--- config.mk ---
export PLATFORM = sky130hd
export DESIGN_NAME = result_readback
export DESIGN_NICKNAME = d
export VERILOG_FILES = /design/src/rtl/result_readback.sv
export SDC_FILE = /design/constraint.sdc
export NUM_CORES = 1
export LEC_CHECK = 0
export ABC_AREA = 1
export BUFFER_PORTS_ARGS = -buffer_cell sky130_fd_sc_hd__clkbuf_2
export CAP_MARGIN = 30
export CORE_UTILIZATION = 52
export CTS_CLUSTER_DIAMETER = 100
export CTS_CLUSTER_SIZE = 25
export DETAILED_ROUTE_END_ITERATION = 7
export GPL_ROUTABILITY_DRIVEN = 1
export GPL_TIMING_DRIVEN = 0
export PLACE_DENSITY = 0.76
export RECOVER_POWER = 100
export SKIP_CTS_REPAIR_TIMING = 1
export SLEW_MARGIN = 15
export SYNTH_ARGS = -nofsm -noshare
export SYNTH_HDL_FRONTEND = slang
export SYNTH_SLANG_ARGS = --single-unit
--- constraint.sdc ---
create_clock -name clk -period 2.4 [get_ports clk]
set_input_delay 0.12 -clock clk [delete_from_list [all_inputs] [get_ports clk]]
set_output_delay 0.12 -clock clk [all_outputs]
set_load 0.05 [all_outputs]
--- src/rtl/result_readback.sv ---
// result_readback
//   Walks a fully written output-feature-map BRAM kernel by kernel in raster
//   order, tolerating a fixed BRAM read latency. Returned words go into a small
//   FIFO and stream out on a valid/ready interface, tagged with per-kernel
//   (m_last) and end-of-frame (m_frame_last) markers.
//
// Ports
//   clk, rstn          clock (rising edge), asynchronous active-low reset
//   start              single-cycle run request, sampled only when idle
//   base_addr          first word of kernel 0 (latched on start)
//   feature_size       words per kernel map (latched on start)
//   kernel_num         number of kernel maps (latched on start)
//   mem_en, mem_addr   BRAM read port request
//   mem_rdata          BRAM data, valid RD_LAT cycles after mem_en
//   m_data, m_valid,
//   m_ready, m_last,
//   m_frame_last       output stream
//   busy               run in progress (through the done cycle)
//   done               one-cycle completion pulse
module result_readback #(
  parameter int ADDR_W     = 16,
  parameter int DATA_W     = 32,
  parameter int RD_LAT     = 1,
  parameter int FIFO_DEPTH = 4
) (
  input  logic              clk,
  input  logic              rstn,
  input  logic              start,
  input  logic [ADDR_W-1:0] base_addr,
  input  logic [ADDR_W-1:0] feature_size,
  input  logic [7:0]        kernel_num,
  output logic              mem_en,
  output logic [ADDR_W-1:0] mem_addr,
  input  logic [DATA_W-1:0] mem_rdata,
  output logic [DATA_W-1:0] m_data,
  output logic              m_valid,
  input  logic              m_ready,
  output logic              m_last,
  output logic              m_frame_last,
  output logic              busy,
  output logic              done
);

  localparam int          PTR_W = $clog2(FIFO_DEPTH);
  localparam int          CNT_W = PTR_W + 1;
  localparam int unsigned LAT   = RD_LAT;

  typedef enum logic [1:0] {
    S_IDLE  = 2'd0,
    S_READ  = 2'd1,
    S_DRAIN = 2'd2,
    S_DONE  = 2'd3
  } state_t;

  state_t r_state, w_state_nxt;

  // Walk state
  logic [ADDR_W-1:0] r_ptr;
  logic [ADDR_W-1:0] r_pix;
  logic [7:0]        r_kidx;
  logic [ADDR_W-1:0] r_fs_m1;
  logic [7:0]        r_kn_m1;

  // Tag pipeline covering the BRAM read latency
  logic [RD_LAT-1:0] r_tv;
  logic [RD_LAT-1:0] r_tl;
  logic [RD_LAT-1:0] r_tf;

  // Output FIFO: {frame_last, last, data}
  logic [DATA_W+1:0] r_mem [FIFO_DEPTH];
  logic [PTR_W-1:0]  r_wp;
  logic [PTR_W-1:0]  r_rp;
  logic [CNT_W-1:0]  r_count;
  logic [CNT_W-1:0]  r_inflight;

  logic              w_credit;
  logic              w_issue;
  logic              w_map_end;
  logic              w_frame_end;
  logic              w_wr;
  logic              w_pop;
  logic [DATA_W+1:0] w_head;

  // Credit uses registered occupancy only: every issued read is guaranteed a
  // FIFO slot when its data lands, regardless of what the consumer does.
  assign w_credit    = ({1'b0, r_count} + {1'b0, r_inflight}) < (CNT_W + 1)'(FIFO_DEPTH);
  assign w_issue     = (r_state == S_READ) && w_credit;
  assign w_map_end   = (r_pix == r_fs_m1);
  assign w_frame_end = w_map_end && (r_kidx == r_kn_m1);
  assign w_wr        = r_tv[RD_LAT-1];
  assign w_head      = r_mem[r_rp];

  assign m_valid      = (r_count != '0);
  assign w_pop        = m_valid && m_ready;
  assign m_data       = m_valid ? w_head[DATA_W-1:0] : '0;
  assign m_last       = m_valid && w_head[DATA_W];
  assign m_frame_last = m_valid && w_head[DATA_W+1];
  assign mem_addr     = r_ptr;

  // State register
  always_ff @(posedge clk or negedge rstn) begin
    if (!rstn) r_state <= S_IDLE;
    else       r_state <= w_state_nxt;
  end

  // Next state and control outputs
  always_comb begin
    w_state_nxt = r_state;
    mem_en      = 1'b0;
    done        = 1'b0;
    busy        = (r_state != S_IDLE);
    case (r_state)
      S_IDLE: begin
        if (start) begin
          if ((feature_size == '0) || (kernel_num == '0)) w_state_nxt = S_DONE;
          else                                            w_state_nxt = S_READ;
        end
      end
      S_READ: begin
        mem_en = w_credit;
        if (w_issue && w_frame_end) w_state_nxt = S_DRAIN;
      end
      S_DRAIN: begin
        // Leaving on the final handshake itself lets done land the cycle after it.
        if ((r_inflight == '0) &&
            ((r_count == '0) || ((r_count == CNT_W'(1)) && w_pop)))
          w_state_nxt = S_DONE;
      end
      S_DONE: begin
        done        = 1'b1;
        w_state_nxt = S_IDLE;
      end
      default: w_state_nxt = S_IDLE;
    endcase
  end

  // Address walk: pointer, pixel and kernel counters
  always_ff @(posedge clk or negedge rstn) begin
    if (!rstn) begin
      r_ptr   <= '0;
      r_pix   <= '0;
      r_kidx  <= '0;
      r_fs_m1 <= '0;
      r_kn_m1 <= '0;
    end else if ((r_state == S_IDLE) && start) begin
      r_ptr   <= base_addr;
      r_pix   <= '0;
      r_kidx  <= '0;
      r_fs_m1 <= feature_size - ADDR_W'(1);
      r_kn_m1 <= kernel_num - 8'd1;
    end else if (w_issue) begin
      r_ptr <= r_ptr + ADDR_W'(1);
      if (w_map_end) begin
        r_pix  <= '0;
        r_kidx <= r_kidx + 8'd1;
      end else begin
        r_pix <= r_pix + ADDR_W'(1);
      end
    end
  end

  // Tag pipeline, in-flight tracker and FIFO bookkeeping
  always_ff @(posedge clk or negedge rstn) begin
    if (!rstn) begin
      r_tv       <= '0;
      r_tl       <= '0;
      r_tf       <= '0;
      r_wp       <= '0;
      r_rp       <= '0;
      r_count    <= '0;
      r_inflight <= '0;
    end else begin
      r_tv[0] <= w_issue;
      r_tl[0] <= w_issue && w_map_end;
      r_tf[0] <= w_issue && w_frame_end;
      for (int unsigned i = 1; i < LAT; i++) begin
        r_tv[i] <= r_tv[i-1];
        r_tl[i] <= r_tl[i-1];
        r_tf[i] <= r_tf[i-1];
      end
      if (w_wr)  r_wp <= r_wp + PTR_W'(1);
      if (w_pop) r_rp <= r_rp + PTR_W'(1);
      r_count    <= r_count + CNT_W'(w_wr) - CNT_W'(w_pop);
      r_inflight <= r_inflight + CNT_W'(w_issue) - CNT_W'(w_wr);
    end
  end

  // FIFO storage carries no reset; entries are only visible once written
  always_ff @(posedge clk) begin
    if (w_wr) r_mem[r_wp] <= {r_tf[RD_LAT-1], r_tl[RD_LAT-1], mem_rdata};
  end

endmodule

Word-level counts from Yosys, hierarchy flattened
Memories as Yosys holds them, arrays and structs flattened.
Index checks and enable logic that the tools add are counted.
{"block": "op_classes", "n_reduce_logical": 23, "addsub": 12, "order_cmp": 1, "n_mux": 18, "n_eq_ne": 9}
{"cell": "16-bit 2-to-1 mux", "count": 5}
{"cell": "16-bit by 1-bit adder with 16-bit output (second input constant)", "count": 2}
{"cell": "32-bit 2-to-1 mux", "count": 1}
{"cell": "8-bit 2-to-1 mux", "count": 3}
{"cell": "16-bit equality test", "count": 1}
{"cell": "16-bit zero test", "count": 1}
{"cell": "16-bit by 1-bit subtractor with 16-bit output (second input constant)", "count": 1}
{"cell": "1-bit logical AND", "count": 10}
{"cell": "8-bit by 1-bit adder with 8-bit output (second input constant)", "count": 1}
{"cell": "8-bit equality test", "count": 1}
{"cell": "8-bit zero test", "count": 1}
{"cell": "2-bit 2-to-1 mux", "count": 4}
{"cell": "2-bit case mux with 4 select lines", "count": 1}
{"cell": "8-bit by 1-bit subtractor with 8-bit output (second input constant)", "count": 1}
{"cell": "3-bit by 1-bit adder with 3-bit output", "count": 2}
{"cell": "3-bit zero test", "count": 2}
{"cell": "2-bit nonzero test", "count": 3}
{"cell": "3-bit by 1-bit subtractor with 3-bit output", "count": 2}
{"cell": "2-bit by 1-bit adder with 2-bit output (second input constant)", "count": 2}
{"cell": "3-bit by 3-bit adder with 4-bit output", "count": 1}
{"cell": "2-bit equality test (second input constant)", "count": 2}
{"cell": "4-bit by 3-bit less-than comparator with 1-bit output (second input constant)", "count": 1}
{"cell": "1-bit 2-to-1 mux", "count": 4}
{"cell": "2-bit != test (second input constant)", "count": 2}
{"cell": "8 further kinds", "count": 9}
{"block": "word_totals", "reg_bits": 79, "elab_cells": 77, "mem_bits_rw": 136, "in_bits": 76, "output_inout_bits": 54, "memories": 1}
{"memory": "r_mem", "depth": 4, "width": 34, "read_ports": 1, "rd_clocked_by_memory_dff": 0, "write_ports": 1, "line_no": "70", "text": "logic [DATA_W+1:0] r_mem [FIFO_DEPTH];"}

Logic depth before layout (Yosys ltp)
Gate-level depths: netlist (run 1).
{"block": "logic_depth", "ltp_word": 7, "ltp_mapped": 12, "depth_no_buf": 12}

Least setup slack after synthesis (run 1)
No wires, ideal clock.
{"block": "synth_timing", "path_kind": "register to register", "from": "register r_count[1]", "to": "register r_count[2]", "slack_ns": -0.067, "arrival_time_ns": 2.346, "path_stages_with_launch": 12, "period_less_slack_ns": 2.467, "required_time_ns": 2.278, "n_path_buf": 0, "setup_ns": 0.122, "cell_sequence": "dfrtp_1 > nor2_1 > inv_1 > nor2_1 > inv_1 > nand2_1 > inv_1 > ha_1 > inv_1 > ha_1 > fa_1 > xor2_1"}
{"block": "synth_between", "elab_chain_cells": 3, "elab_cells_between_ends": 4, "classes_between": "2 x add/sub; 2 x reduce/logical"}
{"element": "start, declared", "line_no": "73", "text": "logic [CNT_W-1:0] r_count;"}
{"element": "start signal, assigned", "line_no": "183", "text": "r_count <= r_count + CNT_W'(w_wr) - CNT_W'(w_pop);"}
{"element": "3-bit nonzero test", "line_no": "93", "text": "assign m_valid = (r_count != '0);"}
{"element": "net m_valid", "line_no": "36", "text": "output logic m_valid,"}
{"element": "1-bit logical AND", "line_no": "94", "text": "assign w_pop = m_valid && m_ready;"}
{"element": "net w_pop", "line_no": "81", "text": "logic w_pop;"}
{"element": "3-bit by 1-bit subtractor with 3-bit output", "line_no": "183"}
The timed path passes the listed nets, and every way through them passes these cells.
A chain may end at the register's enable or synchronous reset.

Final worst setup path (run 1)
{"block": "layout_timing", "from": "register r_rp[0]", "to": "output m_data[29]"}
{"block": "layout_between", "elab_chain_cells": 2}
{"element": "start, declared", "line_no": "72", "text": "logic [PTR_W-1:0] r_rp;"}
{"element": "start signal, assigned", "line_no": "182", "text": "if (w_pop) r_rp <= r_rp + PTR_W'(1);"}
{"element": "memory read 4 x 34 bit"}
{"element": "32-bit 2-to-1 mux", "line_no": "95", "text": "assign m_data = m_valid ? w_head[DATA_W-1:0] : '0;"}
{"element": "end, declared", "line_no": "35", "text": "output logic [DATA_W-1:0] m_data,"}
No other way between the ends.

==> summary.md, run 1 <==
| Metric | Value |
|---|---|
| Status | finished, violations left |
| Violated checks | negative hold slack |
| Worst r2r path cells | 10 |
| IO buf count | roughly 130 |
| Nets | around 1,400 |
| Slew Viols, Final | 0 |
| Hold endpoint | r_kn_m1[4] |
| Fin Hold WS | -33.88 ps |
| Slew margin rel. | 0.2599 |
| Highest-delay cell along the critical path | dfrtp_1 |
| Setup slack, reg-to-reg | approximately 90 ps |
| Routed vias/inst | approximately 5.3 |
| Max-cap violation count | 0 |
| Placed Area | between 10,000 and 15,000 um^2 |
| Yosys top cell by area | edfxtp_1 |
| GRT Resource Usage Total | 0.2324 |
| CTS tree | yes |
| Layout cell share with drive strength beyond 1 | 0.1169 |
| Final total power | 14.86 mW |
| Peak supply drop | between 0.5 and 0.6 mV |
| Worst-Skew Late Latency | roughly 480 ps |
| Post-synthesis cell type count | 40 |
| Final WL | between 20,000 and 25,000 um |
| WP data required | between 2000 and 2500 ps |
| Synth top area share | 0.4070 |
| CTS sink cnt | roughly 220 |
| Area Growth Syn to Fin | 19.75% |
| Leak Pwr | 4.971 nW |
| Worst slew pin tran | 1110 ps |
| Commonest non-fill, non-tap cell in the layout | nor2_1 |
| Seq/Total Area, Yosys | 0.6040 |
| Register area | about 6100 um^2 |
| Final antenna-violating net count | 0 |
| Remaining Overflow, GRT | 0 |
| Die span in x | roughly 140 um |
| Syn Nets | between 1,000 and 1,500 |
| Rows | 50 |
| Hold wc startpoint | kernel_num[4] |
| Mean post-synth cell area | just under 10 um^2 |
| Number of flops mapped to enable cells by yosys | 136 |
| R2R Path Start | r_inflight[1] |
| FF+latch count, synth | roughly 220 |
| HPWL after detailed placement | 15,510 um |
| Antenna diodes | 0 |
| Setup Skew | between 20 and 25 ps |
| Hold Crit Class | in -> reg |
| Core area | 18,830 um^2 |
| TritonRoute pass-1 iters | 5 |
| Vias in the first global route | between 7,000 and 8,000 |
| Startpoint types | flop |
| Most frequent CP cell | clkbuf_4 |
| Largest net degree at the start of global routing | between 40 and 50 |
| I/O pins | 130 |
| DP Worst Slack | -150.5 ps |
| Largest stage delay, worst path | around 370 ps |
| Remaining DRCs | 0 |
| Achievable frequency | around 430 MHz |
| Post-Synthesis Cell Area | 10,030 um^2 |
| Cells along the critical path | buf_2 -> inv_2 -> clkbuf_4 -> clkbuf_4 -> o21ai_0 -> a21oi_1 -> clkbuf_2 |
| Initial antenna violation count | 0 |
| Die footprint | 19,860 um^2 |
| Worst Hold Depth | 3 |
| Num CTS Buffers | 12 |
| Setup CP Type | reg -> out |
| Cell area power density | 1236 nW/um^2 |
| DR WL/cell | between 15 and 20 um |
| Most frequent cells in the layout | 220 x nor2_1, 154 x nand2_1, 136 x edfxtp_1, 108 x o21ai_0 |
| Via count | 7,986 |
| Starting density of the core | 0.5329 |
| Setup ws final | 55.85 ps |
| Synth top area cells | edfxtp_1 41%, dfrtp_1 20%, nor2_1 8.1%, nand2_1 5.7%, o21ai_0 5.0% |
| CTS max path bufs | 3 |
| Clk pin slew, worst setup/hold paths | 100 ps |
| Post-synth top flop | edfxtp_1 |
| Synthesis Warnings | 0 |
| Crit end category | output port |
| Setup tns final | 0 ps |
| Final-layout fill cell count | approximately 1,500 |
| Reg-to-reg endpoint | r_inflight[2] |
| Async set-or-reset flop fraction in the synthesized netlist | 0.3674 |
| DRT iter0 DRCs | a little over 800 |
| Height of the die | about 140 um |
| Min Clock Period, post-route | roughly 2300 ps |
| Hold Vio Cnt, Final | 5 |
| Final period util | 0.9767 |
| First-pass GRT wire length | 36,380 um |
| Crit path DAT | around 2200 ps |
| Final Setup Violations | 0 |
| CP Max Fanout | 10 |
| Htree depth | 1 |
| Root Buffer | clkbuf_16 |
| Area of the multi-input gates | between 3000 and 4000 um^2 |
| Gate Count Post-Synth | about 1,000 |
| Placer Congestion | between 0.9 and 1 |
| Final Instance Area | roughly 12,000 um^2 |
==> per-layer routing <==
metal,global-route usage,part of all wire
met1,0.2990,0.41
met2,0.4132,0.50
met3,0.02683,0.059
met4,0.07094,0.024
met5,0,0
==> report_power, final <==
| part | total (mW) | switching (mW) | internal [mW] | leakage (nW) |
|---|---|---|---|---|
| clock | 2.20 | 1.15 | 1.05 | 0.178 |
| sequential | 5.17 | 0.474 | 4.70 | 2.20 |
| combinational | 7.49 | 5.50 | 1.99 | 2.59 |
==> synth_stat cells (2+ instances only) <==
cell and instances:
a211oi_1 4, a21oi_1 53, a22oi_1 3, a31oi_1 10, buf_1 6, buf_2 7, clkbuf_1 26, clkinv_1 2
dfrtp_1 79, edfxtp_1 136, fa_1 2, ha_1 22, inv_1 87, inv_2 4, nand2_1 152, nand2_2 4
nand3_1 27, nand4_1 11, nor2_1 217, nor2_2 5, nor3_1 18, nor3_2 3, nor4_1 2, o211ai_1 2
o21ai_0 100, o21ai_1 4, o21ai_2 7, o22ai_1 4, or2_2 5, xnor2_1 5, xor2_1 24
==> worst max-delay path by stage <==
stage	slack, ps	start	to
finish	60	r_rp[0]	m_data[29]
global route	-20	r_rp[0]	m_data[22]
CTS	-350	r_rp[0]	m_data[27]
detailed placement	-150	r_count[1]	r_count[2]
global placement	-90	r_count[1]	r_count[2]
floorplan	40	r_count[1]	r_count[2]
==> critical path: cells and delay by family (launching register included) <==
| kind | cells | cell delay [ps] |
|---|---|---|
| DFF | 1 | 370 |
| AOI/OAI and AO/OA | 2 | 330 |
| buffers and inverters | 5 | 1030 |
==> sequential cells by signal, indices dropped and copies added (netlist names) <==
| signal | count |
|---|---|
| r_wp | 2 |
| mem_addr | 16 |
| r_state | 2 |
| r_rp | 2 |
| r_kidx | 8 |
| r_tf | 1 |
| r_kn_m1 | 8 |
| r_fs_m1 | 16 |
| r_mem | 136 |
| r_inflight | 3 |
| r_count | 3 |
| r_tl | 1 |
| r_tv | 1 |
| r_pix | 16 |
==> through the flow <==
step                      cells    util
after floorplan            1040       -
after global placement     1429  0.5845
after global routing       1517  0.6381
after CTS                  1454  0.6102
final                      1517  0.6381
after detailed placement   1434  0.5907
==> logic make-up after synthesis <==
logic type                 share of synthesized area
adders and majority gates                    0.03142
buffers and inverters                        0.05137
and+or+nand+nor                               0.1839
AOI/OAI and AO/OA                             0.1040
DFF                                           0.6040
xor gates and xnor gates                     0.02531
==> layout make-up <==
type,instances,area share
repair buffers,197,0.1060
flip-flops and latches,215,0.5045
inverters,93,0.02936
well taps,260,0.02707
clock buffers,19,0.02978
multi-input cells,692,0.2852
plain buffers,40,0.01739
clock inverters,1,0.0007289
Note: power is estimated with default switching activity, not from simulation.
==> inputs of run 2 (changes only) <==
--- a/config.mk
+++ b/config.mk
@@ -8,13 +8,13 @@
 export ABC_AREA = 1
 export BUFFER_PORTS_ARGS = -buffer_cell sky130_fd_sc_hd__clkbuf_2
 export CAP_MARGIN = 30
-export CORE_UTILIZATION = 52
+export CORE_UTILIZATION = 30
 export CTS_CLUSTER_DIAMETER = 100
 export CTS_CLUSTER_SIZE = 25
 export DETAILED_ROUTE_END_ITERATION = 7
 export GPL_ROUTABILITY_DRIVEN = 1
 export GPL_TIMING_DRIVEN = 0
-export PLACE_DENSITY = 0.76
+export PLACE_DENSITY = 0.49
 export RECOVER_POWER = 100
 export SKIP_CTS_REPAIR_TIMING = 1
 export SLEW_MARGIN = 15
==> summary.md, run 2 (synthesis results as in run 1) <==
| Metric | Value |
|---|---|
| Max reg flops | 136 (unchanged) |
| Nets | 1,356 (was 1,351) |
| Most frequent cells in the layout | 216 x nor2_1, 152 x nand2_1, 136 x edfxtp_1, 100 x o21ai_0, 86 x inv_1 (was 220 x nor2_1, 154 x nand2_1, 136 x edfxtp_1, 108 x o21ai_0) |
| Setup CP Type | reg -> reg (was reg -> out) |
| Final antenna-violating net count | 0 (unchanged) |
| First-pass GRT wire length | 39,560 um (was 36,380 um) |
| Startpoint types | flop (unchanged) |
| Commonest non-fill, non-tap cell in the layout | nor2_1 (unchanged) |
| Routed vias/inst | 4.511 (was 5.264) |
| Fin Hold WS | -34.01 ps (was -33.88 ps) |
| Placed cells | 1,615 (was 1,434) |
| Antenna diodes | 0 (unchanged) |
| Worst Hold Depth | 3 (unchanged) |
| Area Growth Syn to Fin | 24.13% (was 19.75%) |
| Placed Area | 11,330 um^2 (was 11,120 um^2) |
| Leak Pwr | 5.056 nW (was 4.971 nW) |
| Post-route insts no fill | 1,704 (was 1,517) |
| Largest net degree at the start of global routing | 80 (was 42) |
| Largest reg by FF count | r_mem (unchanged) |
| Rows | 66 (was 50) |
| I/O pins | 130 (unchanged) |
| Min Clock Period, post-route | 2307 ps (was 2344 ps) |
| Starting density of the core | 0.3069 (was 0.5329) |
| Num CTS Buffers | 13 (was 12) |
| DRT iter0 DRCs | 360 (was 812) |
| Final-layout fill cell count | 3,338 (was 1,501) |
| Setup Skew | 29.23 ps (was 20.38 ps) |
| Height of the die | 184.9 um (was 140.9 um) |
| Crit end category | flop (was output port) |
| Worst slew pin tran | 685.0 ps (was 1110 ps) |
| GRT Resource Usage Total | 0.1467 (was 0.2324) |
| Worst r2r path cells | 10 (unchanged) |
| Final Instance Area | 12,460 um^2 (was 12,020 um^2) |
| Worst-Skew Late Latency | 480 ps (about the same) |
| Vias in the first global route | 7,206 (was 7,455) |
| Slew margin rel. | 0.5433 (was 0.2599) |
| Peak supply drop | 0.6047 mV (was 0.5340 mV) |
| Max-cap violation count | 0 (unchanged) |
| Slew Viols, Final | 0 (unchanged) |
| Cell area power density | 1221 nW/um^2 (was 1236 nW/um^2) |
| Final period util | 0.9611 (was 0.9767) |
| Crit path DAT | 2680 ps (was 2220 ps) |
| Hold Crit Class | in -> reg (unchanged) |
| Achievable frequency | 433.5 MHz (was 426.6 MHz) |
| DP Worst Slack | -297.8 ps (was -150.5 ps) |
| Register area | 6062 um^2 (unchanged) |
| Htree depth | 1 (unchanged) |
| CTS tree | yes (unchanged) |
| TritonRoute pass-1 iters | 5 (unchanged) |
| Die footprint | 34,180 um^2 (was 19,860 um^2) |
| Layout cell share with drive strength beyond 1 | 0.1379 (was 0.1169) |
| Via count | 7,687 (was 7,986) |
| Hold Vio Cnt, Final | 6 (was 5) |
| Root Buffer | clkbuf_16 (unchanged) |
| Initial antenna violation count | 0 (unchanged) |
| DR WL/cell | 14.73 um (was 15.66 um) |
| CP Max Fanout | 10 (unchanged) |
| IO buf count | 129 (unchanged) |
| Remaining Overflow, GRT | 0 (unchanged) |
| Setup ws final | 93.32 ps (was 55.85 ps) |
| WP data required | 2770 ps (was 2280 ps) |
| Final WL | 25,100 um (was 23,750 um) |
| Placer Congestion | 0.8024 (was 0.9093) |
| Area of the multi-input gates | 3478 um^2 (was 3427 um^2) |
| HPWL after detailed placement | 17,360 um (was 15,510 um) |
| Die span in x | 184.9 um (was 140.9 um) |
| Violated checks | negative hold slack (unchanged) |
| Final Setup Violations | 0 (unchanged) |
| Status | finished, violations left (unchanged) |
| CTS sink cnt | 215 (unchanged) |
| Core area | 32,700 um^2 (was 18,830 um^2) |
| CTS max path bufs | 3 (unchanged) |
| Remaining DRCs | 0 (unchanged) |
| Clk pin slew, worst setup/hold paths | 110 ps (was 100 ps) |
run 2: worst paths after layout:
kind,start,end,slack [ps]
max in group asynchronous,rstn,r_inflight[1],1660
worst max register to register,r_count[1],r_inflight[2],90
worst min-delay path,feature_size[12],r_fs_m1[12],-30
worst min register to register,r_fs_m1[7],r_fs_m1[7],510
min in group asynchronous,rstn,r_kidx[2],220
worst max-delay path,r_count[1],r_inflight[2],90
run 2: worst max-delay path: stages (launching register included):
cell	delay, ps
dfrtp_1	430
ha_1	300
nand3_1	120
nand4_4	120
buf_6	180
ha_1	290
inv_1	60
ha_1	140
inv_1	50
fa_1	370
xnor2_1	130
run 2: stage by stage:
step	power, mW	TNS [ps]	util
2_1_floorplan	10.47	0	-
3_3_place_gp	12.46	-555.8	0.3435
3_5_place_dp	12.58	-746.0	0.3465
4_1_cts	15.00	-12840	0.3590
5_1_grt	16.30	-22.04	0.3809
6_report	15.21	0	0.3809
run 2: where the power goes:
part	switching [mW]	total (mW)	internal [mW]
registers	0.460	5.15	4.69
clock network	1.28	2.39	1.11
logic	5.51	7.67	2.16
run 2: cell type report:
cell class                      count  share of cell area
Sequential cell                   215              0.4867
Multi-Input combinational cell    692              0.2793
Timing Repair Buffer              201              0.1114
Tap cell                          442             0.04440
Clock buffer                       18             0.02923
Inverter                           93             0.02833
Buffer                             40             0.01708
Clock inverter                      3            0.003616
run 2: metal layers:
metal  routed length [um]  global-route usage  vias to the layer above
met4                  292             0.02512                        0
met1                12000              0.2010                     3617
met3                  858             0.02202                       15
li1                     -                   -                     3915
met5                    0                   0                        -
met2                11950              0.2472                      140
